### config.mk
export PLATFORM = sky130hd
export DESIGN_NAME = round_ctrl
export DESIGN_NICKNAME = d
export VERILOG_FILES = /design/src/rtl/combat_pkg.sv /design/src/rtl/round_ctrl_frame_timer.sv /design/src/rtl/round_ctrl.sv
export SDC_FILE = /design/constraint.sdc
export NUM_CORES = 1
export LEC_CHECK = 0
export CAP_MARGIN = 5
export CORE_UTILIZATION = 59
export CTS_BUF_LIST = sky130_fd_sc_hd__clkbuf_8
export CTS_CLUSTER_DIAMETER = 40
export DETAILED_ROUTE_END_ITERATION = 7
export DONT_BUFFER_PORTS = 1
export HOLD_SLACK_MARGIN = 0.06
export PLACE_DENSITY = 0.78
export RECOVER_POWER = 100
export SETUP_SLACK_MARGIN = 0.15
export SLEW_MARGIN = 20
export SYNTH_ARGS = -nofsm -noshare
export SYNTH_HDL_FRONTEND = slang
export SYNTH_SLANG_ARGS = --single-unit
export TNS_END_PERCENT = 50
### constraint.sdc
create_clock -name frame_clk -period 2.1 [get_ports frame_clk]
set_input_delay 0.42 -clock frame_clk [delete_from_list [all_inputs] [get_ports frame_clk]]
set_output_delay 0.42 -clock frame_clk [all_outputs]
set_load 0.03 [all_outputs]
### src/rtl/combat_pkg.sv
// Shared types and constants for the two-tank round controller.
package combat_pkg;

  typedef enum logic [2:0] {
    ST_IDLE      = 3'd0,
    ST_COUNTDOWN = 3'd1,
    ST_PLAY      = 3'd2,
    ST_PAUSE     = 3'd3,
    ST_OVER      = 3'd4
  } round_state_e;

  localparam logic [7:0] KEY_ENTER = 8'h28;
  localparam logic [7:0] KEY_ESC   = 8'h29;
  localparam logic [7:0] KEY_NONE  = 8'h00;

  localparam logic [1:0] WINNER_NONE  = 2'b00;
  localparam logic [1:0] WINNER_TANK0 = 2'b01;
  localparam logic [1:0] WINNER_TANK1 = 2'b10;

  localparam int DEF_COUNTDOWN_FRAMES = 180;
  localparam int DEF_PAUSE_FRAMES     = 120;
  localparam int DEF_WIN_SCORE        = 5;

endpackage

### src/rtl/round_ctrl_frame_timer.sv
// 8-bit load/decrement frame counter; saturates at zero and flags it.
module frame_timer (
  input  logic       frame_clk,
  input  logic       Reset,
  input  logic       load_i,
  input  logic [7:0] load_val_i,
  input  logic       dec_i,
  output logic [7:0] count_o,
  output logic       zero_o
);

  logic [7:0] count_q, count_d;

  always_comb begin
    count_d = count_q;
    if (load_i) begin
      count_d = load_val_i;
    end else if (dec_i && (count_q != 8'd0)) begin
      count_d = count_q - 8'd1;
    end
  end

  always_ff @(posedge frame_clk or posedge Reset) begin
    if (Reset) begin
      count_q <= 8'd0;
    end else begin
      count_q <= count_d;
    end
  end

  assign count_o = count_q;
  assign zero_o  = (count_q == 8'd0);

endmodule

### src/rtl/round_ctrl.sv
// Round sequencing for a two-tank game: start/abort keys, countdown, scoring,
// inter-hit pause and game-over detection.
module round_ctrl
  import combat_pkg::*;
#(
  parameter int COUNTDOWN_FRAMES = DEF_COUNTDOWN_FRAMES,
  parameter int PAUSE_FRAMES     = DEF_PAUSE_FRAMES,
  parameter int WIN_SCORE        = DEF_WIN_SCORE
) (
  input  logic       frame_clk,
  input  logic       Reset,
  input  logic [7:0] keycode,
  input  logic       hit0,
  input  logic       hit1,
  output logic [7:0] keycode_out,
  output logic       GReset,
  output logic [3:0] score0,
  output logic [3:0] score1,
  output logic [2:0] state,
  output logic [7:0] timer,
  output logic [1:0] winner
);

  localparam logic [7:0] CD_LOAD    = 8'(COUNTDOWN_FRAMES - 1);
  localparam logic [7:0] PAUSE_LOAD = 8'(PAUSE_FRAMES - 1);
  localparam logic [3:0] WIN_VAL    = 4'(WIN_SCORE);

  round_state_e state_q, state_d;
  logic [3:0]   score0_q, score0_d;
  logic [3:0]   score1_q, score1_d;
  logic [1:0]   winner_q, winner_d;
  logic         greset_q, greset_d;
  logic [7:0]   prev_key_q;

  logic         tmr_load;
  logic [7:0]   tmr_load_val;
  logic         tmr_dec;
  logic [7:0]   tmr_count;
  logic         tmr_zero;

  logic         start_ev;
  logic         abort_ev;
  logic [3:0]   score0_inc;
  logic [3:0]   score1_inc;

  // Edge-detect Enter so a held key starts only one round.
  assign start_ev   = (keycode == KEY_ENTER) && (prev_key_q != KEY_ENTER);
  assign abort_ev   = (keycode == KEY_ESC);
  assign score0_inc = score0_q + 4'd1;
  assign score1_inc = score1_q + 4'd1;

  frame_timer u_frame_timer (
    .frame_clk  (frame_clk),
    .Reset      (Reset),
    .load_i     (tmr_load),
    .load_val_i (tmr_load_val),
    .dec_i      (tmr_dec),
    .count_o    (tmr_count),
    .zero_o     (tmr_zero)
  );

  always_comb begin
    state_d      = state_q;
    score0_d     = score0_q;
    score1_d     = score1_q;
    winner_d     = winner_q;
    greset_d     = 1'b0;
    tmr_load     = 1'b0;
    tmr_load_val = 8'd0;
    tmr_dec      = 1'b0;

    case (state_q)
      ST_IDLE, ST_OVER: begin
        if (abort_ev) begin
          state_d = ST_IDLE;
        end else if (start_ev) begin
          state_d      = ST_COUNTDOWN;
          score0_d     = 4'd0;
          score1_d     = 4'd0;
          winner_d     = WINNER_NONE;
          greset_d     = 1'b1;
          tmr_load     = 1'b1;
          tmr_load_val = CD_LOAD;
        end
      end

      ST_COUNTDOWN: begin
        if (abort_ev) begin
          state_d  = ST_IDLE;
          tmr_load = 1'b1;
        end else if (tmr_zero) begin
          state_d = ST_PLAY;
        end else begin
          tmr_dec = 1'b1;
        end
      end

      ST_PLAY: begin
        if (abort_ev) begin
          state_d = ST_IDLE;
        end else if (hit0 && !hit1) begin
          score1_d = score1_inc;
          if (score1_inc == WIN_VAL) begin
            state_d  = ST_OVER;
            winner_d = WINNER_TANK1;
          end else begin
            state_d      = ST_PAUSE;
            tmr_load     = 1'b1;
            tmr_load_val = PAUSE_LOAD;
          end
        end else if (hit1 && !hit0) begin
          score0_d = score0_inc;
          if (score0_inc == WIN_VAL) begin
            state_d  = ST_OVER;
            winner_d = WINNER_TANK0;
          end else begin
            state_d      = ST_PAUSE;
            tmr_load     = 1'b1;
            tmr_load_val = PAUSE_LOAD;
          end
        end else if (hit0 && hit1) begin
          // Mutual hit: nobody scores, but the round still pauses.
          state_d      = ST_PAUSE;
          tmr_load     = 1'b1;
          tmr_load_val = PAUSE_LOAD;
        end
      end

      ST_PAUSE: begin
        if (abort_ev) begin
          state_d  = ST_IDLE;
          tmr_load = 1'b1;
        end else if (tmr_zero) begin
          state_d      = ST_COUNTDOWN;
          greset_d     = 1'b1;
          tmr_load     = 1'b1;
          tmr_load_val = CD_LOAD;
        end else begin
          tmr_dec = 1'b1;
        end
      end

      default: begin
        state_d  = ST_IDLE;
        tmr_load = 1'b1;
      end
    endcase
  end

  always_ff @(posedge frame_clk or posedge Reset) begin
    if (Reset) begin
      state_q    <= ST_IDLE;
      score0_q   <= 4'd0;
      score1_q   <= 4'd0;
      winner_q   <= WINNER_NONE;
      greset_q   <= 1'b0;
      prev_key_q <= KEY_NONE;
    end else begin
      state_q    <= state_d;
      score0_q   <= score0_d;
      score1_q   <= score1_d;
      winner_q   <= winner_d;
      greset_q   <= greset_d;
      prev_key_q <= keycode;
    end
  end

  assign keycode_out = (state_q == ST_PLAY) ? keycode : KEY_NONE;
  assign GReset      = greset_q;
  assign score0      = score0_q;
  assign score1      = score1_q;
  assign state       = state_q;
  assign timer       = tmr_count;
  assign winner      = winner_q;

endmodule

==> impl_results.md, run 1 <==
* Status: finished with violations
* FILL cells at 110
* Area share of the largest cell type after synthesis at 0.427
* Detail-routed via count per cell at 6.75
* Final routed DRC violation total at 0
* Part of the total power dissipated in sequential elements at 0.273
* Deepest level of the CTS H-tree at 2
* Mapped cell area at around 1800 sq um
* Hold Path Class: input pin to flop
* Multi-input gate area at 1130 sq um
* CTS Root Buffer Type: clkbuf_8
* Area of the die at 3200 sq um
* Pin count of the biggest net entering global routing at 21
* Critical-path cell with the highest stage delay: dfrtp_2
* Via count of the first global-routing pass at 1782
* Remaining antenna violation count after routing at 0
* RSZ-0062 raised after global routing: yes
* Leakage power figure at 0.00115 uW
* Die Wd at 56.6 um
* Sw Pwr at 1520 uW
* Hold Path Origin: keycode[3]
* Worst setup SP type: flop
* Distinct cell type count after synthesis at 57
* Clock latency on the worst-skew pair at 0.29 ns
* Register area at 756 sq um
* Die height at between 50 and 60 um
* Total wire length after detailed routing at 6.36 mm
* Required time of the critical path at 2.29 ns
* Final critical-path required period at about 2.2 ns
* Switching part of the total at 0.472
* Net count after synthesis at just under 200
* Crit-path max FO at 6
* Worst setup skew after layout at between 0.007 and 0.008 ns
* Hold endpoint: prev_key_q[3]$_DFF_PP0_
* Core Area at 2780 sq um
* Mean Syn Cell Area at between 10 and 15 sq um
* Areal power density over the cells at 1270 nW/um^2
* Antenna diode count at 0
* Reg-to-reg critical path startpoint: score0[0]$_DFFE_PP0P_
* Clock tree from TritonCTS: built
* Data arrival at the endpoint of the critical path at 2.35 ns
* Synth top cells by count: 30 x dfrtp_1, 13 x inv_1, 12 x nand2_1, 12 x nor2_1, 10 x and2_1
* Setup TNS at -0.212 ns
* Final critical-path setup slack at -0.0593 ns
* Overall Power at 3220 uW
* Max Root-Sink Buffers at 2
* Overflow after GRT at 0
* Setup slack on the worst flop-to-flop path at -0.06 ns
* Crit path capture type: flop
* Non-Filler Cell Area, Final at 2540 sq um
* Number of standard cells after synthesis at 175
* Routed length per instance at ~24 um
* Post-detail-place hpwl at between 3 and 4 mm
* Number of setup violations in the final report at 6
* I/O Pins at 42
* Cells taking the most area after synthesis: dfrtp_1 43%, ha_1 6.4%, and2_1 3.6%
* Final RePlAce weighted congestion at roughly 0.93
* Number of rows in the core area at 19
* Length in cells of the worst reg-to-reg path at 9
* Worst relative slew slack at 0.617
* Crit path top cell by count: buf_4
* Part of the total power dissipated in combinational logic at 0.591
* Final nets at 258
* Most common cell in the synthesized netlist: dfrtp_1
* Number of slew-limit violations in the final report at 0
* Starting density of the core at 0.632
* Failing checks: negative setup slack
* Flop and latch count out of synthesis at 30
* Drt pass-1 iters at 5
* Post-DP Area at 2130 sq um
* Hold slack final at 0.160 ns
* Post-CTS clock slew at the launch and capture registers of the worst setup and hold paths at 0.06 ns
* Power share of the clock group at 0.136
* Internal power at approximately 1700 uW
* Sequential fraction of the synthesis area at 0.427
* Classification of the worst setup path: flop to flop
* Max-cap viol count at 0
* Fraction of the cycle the final worst path needs at 1.03
* Growth of design area from synthesis to finish at 44.2%
* Delay of the slowest critical-path stage at 0.41 ns
* Fraction of layout cells with a size suffix above 1 at 0.450
* Most used flip-flop cell after synthesis: dfrtp_1
* Reg2Reg Capture Point: u_frame_timer.count_o[4]$_DFFE_PP0P_
* Number of flops mapped to enable cells by yosys at 0
* Wire length of the first global-routing pass at 8.73 mm
* Async set-or-reset flop fraction in the synthesized netlist at 1.00
* Antenna violations before repair at 0
* TritonCTS buffer count at 5
* Hold Violations, Final at 0
* Count of clock tree sinks at 30
* Post-route core utilization at 0.912
* Number of cells traversed by the worst hold path at 0
* Actual transition at the worst max-transition pin at ~0.58 ns
* Drt initial violations at 171
* Overall fraction of global-route tracks in use at 0.371
* Cell type with the largest total area after synthesis: dfrtp_1
* Count of buffers from port buffering at 0
* Maximum clock rate at 0.463 GHz
* CP Cell Sequence: buf_4, and3b_1, o32ai_4, a31oi_4, nor4b_4, buf_6, buf_4, nor2_1, a221oi_2
* VDD IR-drop max at 1740 uV
* Synth Warn # at 0
* Via count at around 1800
==> metrics by stage <==
stage	instances	setup slack, ns
final	269	-0.0593
after global routing	269	-0.109
after CTS	268	0.0598
after detailed placement	247	-0.220
after global placement	247	-0.138
after floorplan	175	-0.0872
==> how the worst max path moves through the flow <==
| stage | startpoint | cells past startpoint | endpoint | slack (ns) |
|---|---|---|---|---|
| after global placement | keycode[2] | 6 | score1[3]$_DFFE_PP0P_ | -0.14 |
| after global routing | score0[1]$_DFFE_PP0P_ | 10 | u_frame_timer.count_o[4]$_DFFE_PP0P_ | -0.11 |
| after detailed placement | keycode[2] | 6 | score1[3]$_DFFE_PP0P_ | -0.22 |
| final | score0[0]$_DFFE_PP0P_ | 9 | u_frame_timer.count_o[4]$_DFFE_PP0P_ | -0.06 |
| after CTS | score0[0]$_DFFE_PP0P_ | 8 | state[0]$_DFFE_PP0P_ | 0.06 |
| after floorplan | keycode[2] | 6 | u_frame_timer.count_o[7]$_DFFE_PP0P_ | -0.09 |
==> critical path: cells and delay by family, from the launching register on <==
kind | cells | cell delay [ns]
AO/OA/AOI/OAI | 3 | 0.59
AND/OR/NAND/NOR | 3 | 0.57
buffers and inverters | 3 | 0.49
flip-flops | 1 | 0.41
==> cell families after synthesis <==
kind of cell               share of synthesized area
AOI/OAI and AO/OA                              0.183
adders and majority gates                     0.0640
buffers and inverters                         0.0498
DFF                                            0.427
xor gates and xnor gates                      0.0249
muxes                                         0.0263
and+or+nand+nor                                0.225
==> per-layer routing <==
layer | up-vias | wire [um] | GRT usage
met5 | - | 0 | 0
met2 | 142 | 3330 | 0.659
met3 | 36 | 513 | 0.108
met4 | 0 | 308 | 0.174
li1 | 760 | - | -
met1 | 877 | 2210 | 0.401
==> cells in the final DEF (no fill, tap or decap), types with 4 or more instances in the layout <==
master / synthesis / final
clkbuf_1: 1 / 5
and2_4: 0 / 8
nand3_1: 7 / 6
a21oi_1: 6 / 5
dfrtp_2: 0 / 4
o21ai_0: 7 / 4
nand2_1: 12 / 12
inv_1: 13 / 16
ha_1: 9 / 7
clkbuf_8: 0 / 5
buf_6: 2 / 13
nor2_1: 12 / 12
dfrtp_1: 30 / 26
buf_4: 1 / 40
==> power by group through the flow <==
stage / Combinational, uW / Sequential, uW / Clock, uW
after floorplan: 789 / 1060 / 0
after global placement: 1450 / 837 / 0
after detailed placement: 1510 / 844 / 0
after CTS: 1630 / 848 / 429
after global routing: 1970 / 889 / 457
final: 1910 / 879 / 439
==> state kept, by name (all words and copies together), names as in the netlist <==
| name | flops |
|---|---|
| score1 | 4 |
| u_frame_timer.count_o | 8 |
| winner | 2 |
| prev_key_q | 8 |
| GReset | 1 |
| state | 3 |
| score0 | 4 |
==> final cells by class <==
| type | instances | share of cell area |
|---|---|---|
| clock buffer | 5 | 0.0271 |
| clock inverter | 3 | 0.00444 |
| inverter | 13 | 0.0192 |
| multi-input combinational | 127 | 0.447 |
| sequential | 30 | 0.298 |
| tap | 31 | 0.0153 |
| timing repair buffer | 60 | 0.189 |
==> timing repair <==
item                                   4_1_cts  5_1_grt
setup buffers                               12        1
hold buffers                                 1        0
resized for setup                           24       29
setup endpoints to repair                   22       28
endpoints found under the hold margin       10        0
gates cloned                                 0        0
pin swaps                                   11       10
Power figures use the tool's default switching activity.
==> inputs of run 2 (changes only) <==
- SYNTH_HIERARCHICAL: default -> 1
==> impl_results.md, run 2 <==
* Status: finished with violations
* Failing checks: negative setup slack
* Post-detail-place hpwl at 3.70 mm (+17%)
* RSZ-0062 raised after global routing: yes
* Synth top cells by count: 30 x dfrtp_1, 15 x nand2_1, 11 x inv_1, 11 x o21ai_0, 9 x ha_1
* Pin count of the biggest net entering global routing at 23 (+9.5%)
* Areal power density over the cells at 1230 nW/um^2 (-3.0%)
* Final critical-path required period at 2.39 ns (+0.228 ns)
* Crit-path max FO at 4 (-2)
* Data arrival at the endpoint of the critical path at 2.54 ns (+0.19 ns)
* Actual transition at the worst max-transition pin at 1.24 ns (+0.667 ns)
* Internal power at 1790 uW (+5.1%)
* # placed instances at 293 (+19%)
* Drt pass-1 iters at 5 (unchanged)
* Net count after synthesis at 222 (+13%)
* Hold slack final at 0.149 ns (-0.0112 ns)
* Area of the die at 3450 sq um (+7.8%)
* Required time of the critical path at 2.26 ns (-0.03 ns)
* Sequential fraction of the synthesis area at 0.395 (-0.0320)
* Overall fraction of global-route tracks in use at 0.346 (-0.0242)
* Drt initial violations at 254 (+49%)
* Highest-count cells in the layout ignoring fill and taps: 63 x buf_4, 27 x dfrtp_1, 13 x nand2_1
* Worst relative slew slack at 0.172 (-0.444)
* Total wire length after detailed routing at 6.61 mm (+4.0%)
* Number of slew-limit violations in the final report at 0 (unchanged)
* Cell type with the largest total area after synthesis: dfrtp_1
* Via count of the first global-routing pass at 1899 (+6.6%)
* CTS Root Buffer Type: clkbuf_8
* VDD IR-drop max at 768 uV (-56%)
* I/O Pins at 42 (unchanged)
* TritonCTS buffer count at 5 (unchanged)
* Deepest level of the CTS H-tree at 2 (unchanged)
* Worst setup skew after layout at 0.0174 ns (+0.0103 ns)
* Finished Layout Cells at 315 (+17%)
* Async set-or-reset flop fraction in the synthesized netlist at 1.00 (unchanged)
* Detail-routed via count per cell at 6.57 (-2.7%)
* Most common cell after layout, fill and taps aside: buf_4
* Hold Path Class: input pin to flop
* Distinct cell type count after synthesis at 55 (-3.5%)
* Setup TNS at -2.09 ns (-1.88 ns)
* Hold Violations, Final at 0 (unchanged)
* Final nets at 291 (+13%)
* Hold Path Origin: keycode[3]
* Wire length of the first global-routing pass at 8.80 mm (+0.87%)
* Die Wd at 58.8 um (+3.8%)
* Antenna violations before repair at 0 (unchanged)
* Worst setup SP type: flop
* Reg-to-reg critical path startpoint: u_frame_timer/count_o[0]$_DFFE_PP0P_
* Core Area at 3050 sq um (+9.8%)
* Mapped cell area at 1900 sq um (+8.1%)
* Most common cell in the synthesized netlist: dfrtp_1
* Antenna diode count at 0 (unchanged)
* Setup crit start: u_frame_timer/count_o[0]$_DFFE_PP0P_
* Fraction of the cycle the final worst path needs at 1.14 (+0.108)
* Crit path capture type: flop
* Power share of the clock group at 0.150 (+0.014)
* Final routed DRC violation total at 0 (unchanged)
* Post-CTS clock slew at the launch and capture registers of the worst setup and hold paths at 0.08 ns (+0.02 ns)
* Part of the total power dissipated in combinational logic at 0.578 (-0.013)
* Count of clock tree sinks at 30 (unchanged)
* Final RePlAce weighted congestion at 0.911 (-2.3%)
* FILL cells at 148 (+35%)
* Fraction of layout cells with a size suffix above 1 at 0.413 (-0.0363)
* Die height at 58.8 um (+3.8%)
* Number of standard cells after synthesis at 201 (+15%)
* Number of rows in the core area at 20 (+1)
* Flop and latch count out of synthesis at 30 (unchanged)
* Maximum clock rate at 0.419 GHz (-9.5%)
* Most used flip-flop cell after synthesis: dfrtp_1
* Count of buffers from port buffering at 0 (unchanged)
* Mean Syn Cell Area at 9.46 sq um (-5.9%)
* Area share of the largest cell type after synthesis at 0.395 (-0.0320)
* Switching part of the total at 0.460 (-0.0123)
* Classification of the worst setup path: flop to flop
* Synth Warn # at 6 (+6)
* Sw Pwr at 1520 uW (about the same)
* Via count at 2068 (+14%)
* Clock latency on the worst-skew pair at 0.29 ns (about the same)
* Max-cap viol count at 0 (unchanged)
* Routed length per instance at 21.0 um (-11%)
* Number of flops mapped to enable cells by yosys at 0 (unchanged)
* Final critical-path setup slack at -0.287 ns (-0.228 ns)
* Growth of design area from synthesis to finish at 41.3%
* Clock tree from TritonCTS: built
* Max Root-Sink Buffers at 2 (unchanged)
* Cells taking the most area after synthesis: dfrtp_1 39%, ha_1 5.9%, nand2_1 3.0%
* Starting density of the core at 0.623 (-0.00953)
* Leakage power figure at 0.00122 uW (+6.6%)
* Number of setup violations in the final report at 10 (+4)
* Post-route core utilization at 0.880 (-0.0324)
* Worst slack at placement at -0.0453 ns (+0.175 ns)
* Remaining antenna violation count after routing at 0 (unchanged)
* Overflow after GRT at 0 (unchanged)
* Part of the total power dissipated in sequential elements at 0.272 (about the same)
-- run 2: changes by cell type in the layout (fill, tap and decap cells not counted), sizes merged, moves of 4 or more --
cell    before  now
o21ai        9   15
nor2        13    7
nor2b        2    6
inv         16   12
o211ai       1    5
buf         53   67
nand2b       2    6
-- run 2: what timing repair did --
| action | 4_1_cts | 5_1_grt |
|---|---|---|
| pin swaps | 9 | 11 |
| gates resized for setup | 11 | 23 |
| setup endpoints to repair | 22 | 29 |
| hold buffers | 1 | 0 |
| setup buffers | 4 | 9 |
| endpoints found under the hold margin | 8 | 0 |
-- run 2: cell families (layout without fill, tap and decap cells) --
family                   after synthesis  count (layout)  synth area share
AO/OA/AOI/OAI                         49              49             0.182
multiplexers                           7               7            0.0382
other                                  1               1           0.00197
buffers and inverters                 19              89            0.0388
XOR/XNOR                               5               5            0.0230
AND/OR/NAND/NOR                       81              81             0.262
adder cells (fa/ha/maj)                9               9            0.0592
flip-flops                            30              30             0.395
-- run 2: final timing paths --
| kind | endpoint | slack [ns] | cells past startpoint |
|---|---|---|---|
| min | prev_key_q[3]$_DFF_PP0_ | 0.15 | 0 |
| min reg2reg | score0[3]$_DFFE_PP0P_ | 0.58 | 1 |
| max | u_frame_timer/count_o[3]$_DFFE_PP0P_ | -0.29 | 10 |
| min in group asynchronous | prev_key_q[3]$_DFF_PP0_ | 0.42 | 2 |
| max in group asynchronous | state[1]$_DFFE_PP0P_ | 0.84 | 2 |
| max reg2reg | u_frame_timer/count_o[3]$_DFFE_PP0P_ | -0.29 | 10 |
-- run 2: layer usage --
metal	wire length (um)	GRT usage
met2	3170	0.583
met5	0	0
met3	610	0.0747
met1	2390	0.419
met4	442	0.173
-- run 2: power by group through the flow --
stage | combinational [uW] | sequential (uW) | clock, uW
after floorplan | 704 | 1210 | 0
after global placement | 1570 | 864 | 0
after detailed placement | 1620 | 879 | 0
after CTS | 1680 | 876 | 487
after global routing | 2030 | 912 | 512
final | 1910 | 901 | 497
-- run 2: metrics by stage --
stage	instance area (sq um)	total power (uW)
floorplan	1930	1910
global placement	2370	2430
detailed placement	2370	2500
CTS	2530	3040
global route	2690	3450
finish	2690	3310
-- run 2: final cells by class --
class,count,area (sq um),area share
clock buffer,6,82.6,0.0307
clock inverter,2,8.76,0.00326
inverter,11,41.3,0.0154
multi-input combinational,152,1210,0.450
sequential,30,754,0.281
tap,44,55.1,0.0205
timing repair buffer,70,536,0.199
-- run 2: worst max-delay path, cell delays in order, from the launching register on --
cell	delay (ns)
dfrtp_2	0.42
inv_2	0.09
ha_4	0.14
or4b_4	0.49
nor2_4	0.19
a31oi_1	0.13
a21oi_1	0.21
a21o_1	0.22
nor2b_1	0.08
a22oi_1	0.19
o41ai_2	0.11
==> inputs of run 3 (changes only) <==
--- a/config.mk
+++ b/config.mk
@@ -20,3 +20,2 @@
 export SYNTH_HDL_FRONTEND = slang
-export SYNTH_HIERARCHICAL = 1
 export SYNTH_SLANG_ARGS = --single-unit
--- a/constraint.sdc
+++ b/constraint.sdc
@@ -3,2 +3,2 @@
 set_output_delay 0.42 -clock frame_clk [all_outputs]
-set_load 0.03 [all_outputs]
+set_load 0.01 [all_outputs]
==> impl_results.md, run 3 (synthesis gave the netlist of run 1 again) <==
* Number of rows in the core area at 19 (-5.0%)
* Length in cells of the worst reg-to-reg path at 9 (-1)
* Register area at 751 sq um (-0.50%)
* Post-route core utilization at 0.805 (-0.0747)
* RSZ-0062 raised after global routing: yes
* Hold Violations, Final at 0 (unchanged)
* Delay of the slowest critical-path stage at 0.41 ns (-0.08 ns)
* Clock latency on the worst-skew pair at 0.29 ns (about the same)
* Max Root-Sink Buffers at 2 (unchanged)
* FILL cells at 196 (+32%)
* Number of setup violations in the final report at 0 (-10)
* Remaining antenna violation count after routing at 0 (unchanged)
* Worst relative slew slack at 0.433 (+0.261)
* Drt pass-1 iters at 4 (-1)
* CP Cell Sequence: buf_6, buf_6, and3b_2, o32ai_4, a31oi_2, nor4b_4, buf_6, buf_6, or3_1
* Part of the total power dissipated in combinational logic at 0.485 (-0.093)
* Detail-routed via count per cell at 6.22 (-5.3%)
* Drt initial violations at 58 (-77%)
* Leakage power figure at 0.00100 uW (-18%)
* Crit path capture type: flop
* Post-detail-place hpwl at 3.05 mm (-18%)
* Areal power density over the cells at 1150 nW/um^2 (-6.9%)
* Reg-to-reg critical path startpoint: score0[0]$_DFFE_PP0P_
* Final critical-path required period at 2.09 ns (-0.301 ns)
* Routed length per instance at 17.0 um (-19%)
* Crit-path max FO at 6 (+2)
* Internal power at 1520 uW (-15%)
* Highest-count cells in the layout ignoring fill and taps: 30 x dfrtp_1, 22 x buf_4, 14 x inv_1
* Sw Pwr at 1050 uW (-31%)
* Hold Path Class: input pin to asynchronous set/reset pin
* Fraction of the cycle the final worst path needs at 0.993 (-0.143)
* Fraction of layout cells with a size suffix above 1 at 0.311 (-0.103)
* Crit path top cell by count: buf_6
* Antenna violations before repair at 0 (unchanged)
* Power share of the clock group at 0.182 (+0.032)
* VDD IR-drop max at 1100 uV (+44%)
* Classification of the worst setup path: flop to flop
* Post-CTS clock slew at the launch and capture registers of the worst setup and hold paths at 0.06 ns (-0.02 ns)
* Wire length of the first global-routing pass at 6.99 mm (-21%)
* Growth of design area from synthesis to finish at 27.3%
* Hold slack final at 0.0745 ns (-0.0743 ns)
* Deepest level of the CTS H-tree at 2 (unchanged)
* Final nets at 239 (-18%)
* Reg2Reg Capture Point: state[0]$_DFFE_PP0P_
* Count of clock tree sinks at 30 (unchanged)
* Switching part of the total at 0.408 (-0.0519)
* Critical-path cell with the highest stage delay: dfrtp_1
* I/O Pins at 42 (unchanged)
* Die Wd at 56.6 um (-3.7%)
* Count of buffers from port buffering at 0 (unchanged)
* Core Area at 2780 sq um (-8.9%)
* Clock tree from TritonCTS: built
* Multi-input gate area at 1030 sq um (-15%)
* Part of the total power dissipated in sequential elements at 0.332 (+0.060)
* Die height at 56.6 um (-3.7%)
* Setup slack on the worst flop-to-flop path at 0.01 ns (+0.30 ns)
* Maximum clock rate at 0.479 GHz (+14%)
* CTS Root Buffer Type: clkbuf_8
* Overall fraction of global-route tracks in use at 0.292 (-0.0542)
* Worst setup SP type: flop
* Final routed DRC violation total at 0 (unchanged)
* Max-cap viol count at 0 (unchanged)
* Worst path bufs/invs at 4 (+3)
* Status: finished clean
* Overflow after GRT at 0 (unchanged)
* Worst setup skew after layout at 0.00820 ns (-0.00919 ns)
* Required time of the critical path at 2.26 ns (about the same)
* TritonCTS buffer count at 5 (unchanged)
* Cell family with most CP delay: simple AND/OR/NAND/NOR gates
* Area of the die at 3200 sq um (-7.2%)
* Via count at 1555 (-25%)
* Data arrival at the endpoint of the critical path at 2.25 ns (-0.29 ns)
* Via count of the first global-routing pass at 1593 (-16%)
* Pin count of the biggest net entering global routing at 17 (-26%)
* Final RePlAce weighted congestion at 0.835 (-8.3%)
* Most common cell after layout, fill and taps aside: dfrtp_1
* Number of slew-limit violations in the final report at 0 (unchanged)
* Total wire length after detailed routing at 4.26 mm (-36%)
* Actual transition at the worst max-transition pin at 0.851 ns (-0.391 ns)
* Antenna diode count at 0 (unchanged)
* Starting density of the core at 0.632 (+0.00953)
-- run 3: cell count changes in the layout (fill, tap and decap cells not counted), sizes merged, moves of 4 or more --
| cell | change |
|---|---|
| buf | -40 |
| nor2b | -4 |
| nand2b | -4 |
| nor2 | +6 |
| clkbuf | +12 |
| o211ai | -4 |
| o21ai | -6 |
-- run 3: stage by stage --
step                      setup WS [ns]  power [uW]  instance area (sq um)  std cells  TNS [ns]
after floorplan                 -0.0871        1610                   1760        175    -0.134
after global placement          -0.0899        1970                   2030        235    -0.693
after detailed placement         -0.185        2030                   2030        235     -1.41
after CTS                        0.0129        2580                   2250        250         0
after global routing            -0.0608        2730                   2240        250    -0.237
final                            0.0145        2570                   2240        250         0
-- run 3: power groups by stage --
stage               clock (uW)  combinational [uW]  sequential, uW
finish                     469                1250             854
CTS                        482                1240             851
detailed placement           0                1180             854
floorplan                    0                 733             882
global placement             0                1130             841
global route               502                1360             872
-- run 3: worst max-delay path by stage --
stage,start,to,slack (ns),depth (start not counted)
finish,score0[0]$_DFFE_PP0P_,state[0]$_DFFE_PP0P_,0.01,9
detailed placement,keycode[2],score1[3]$_DFFE_PP0P_,-0.19,6
global placement,keycode[2],u_frame_timer.count_o[7]$_DFFE_PP0P_,-0.09,6
global route,score0[0]$_DFFE_PP0P_,state[0]$_DFFE_PP0P_,-0.06,9
CTS,score0[0]$_DFFE_PP0P_,winner[1]$_DFFE_PP0P_,0.01,9
floorplan,keycode[2],u_frame_timer.count_o[7]$_DFFE_PP0P_,-0.09,6
-- run 3: repair_timing --
item / 4_1_cts / 5_1_grt
hold endpoints to repair: 0 / 0
setup buffers: 7 / 0
hold buffers: 0 / 0
resized for setup: 15 / 16
setup endpoints to repair: 12 / 17
pin swaps: 8 / 8
-- run 3: final cells by class --
class,count,share of cell area
Tap cell,31,0.0173
Sequential cell,30,0.335
Clock inverter,2,0.00391
Clock buffer,6,0.0369
Multi-Input combinational cell,127,0.460
Inverter,13,0.0218
Timing Repair Buffer,41,0.125
-- run 3: per-layer routing --
layer / routed length [um] / vias up / global-route usage
met3: 292 / 12 / 0.101
met5: 0 / - / 0
li1: - / 719 / -
met1: 1680 / 755 / 0.308
met2: 2160 / 69 / 0.509
met4: 123 / 0 / 0.153
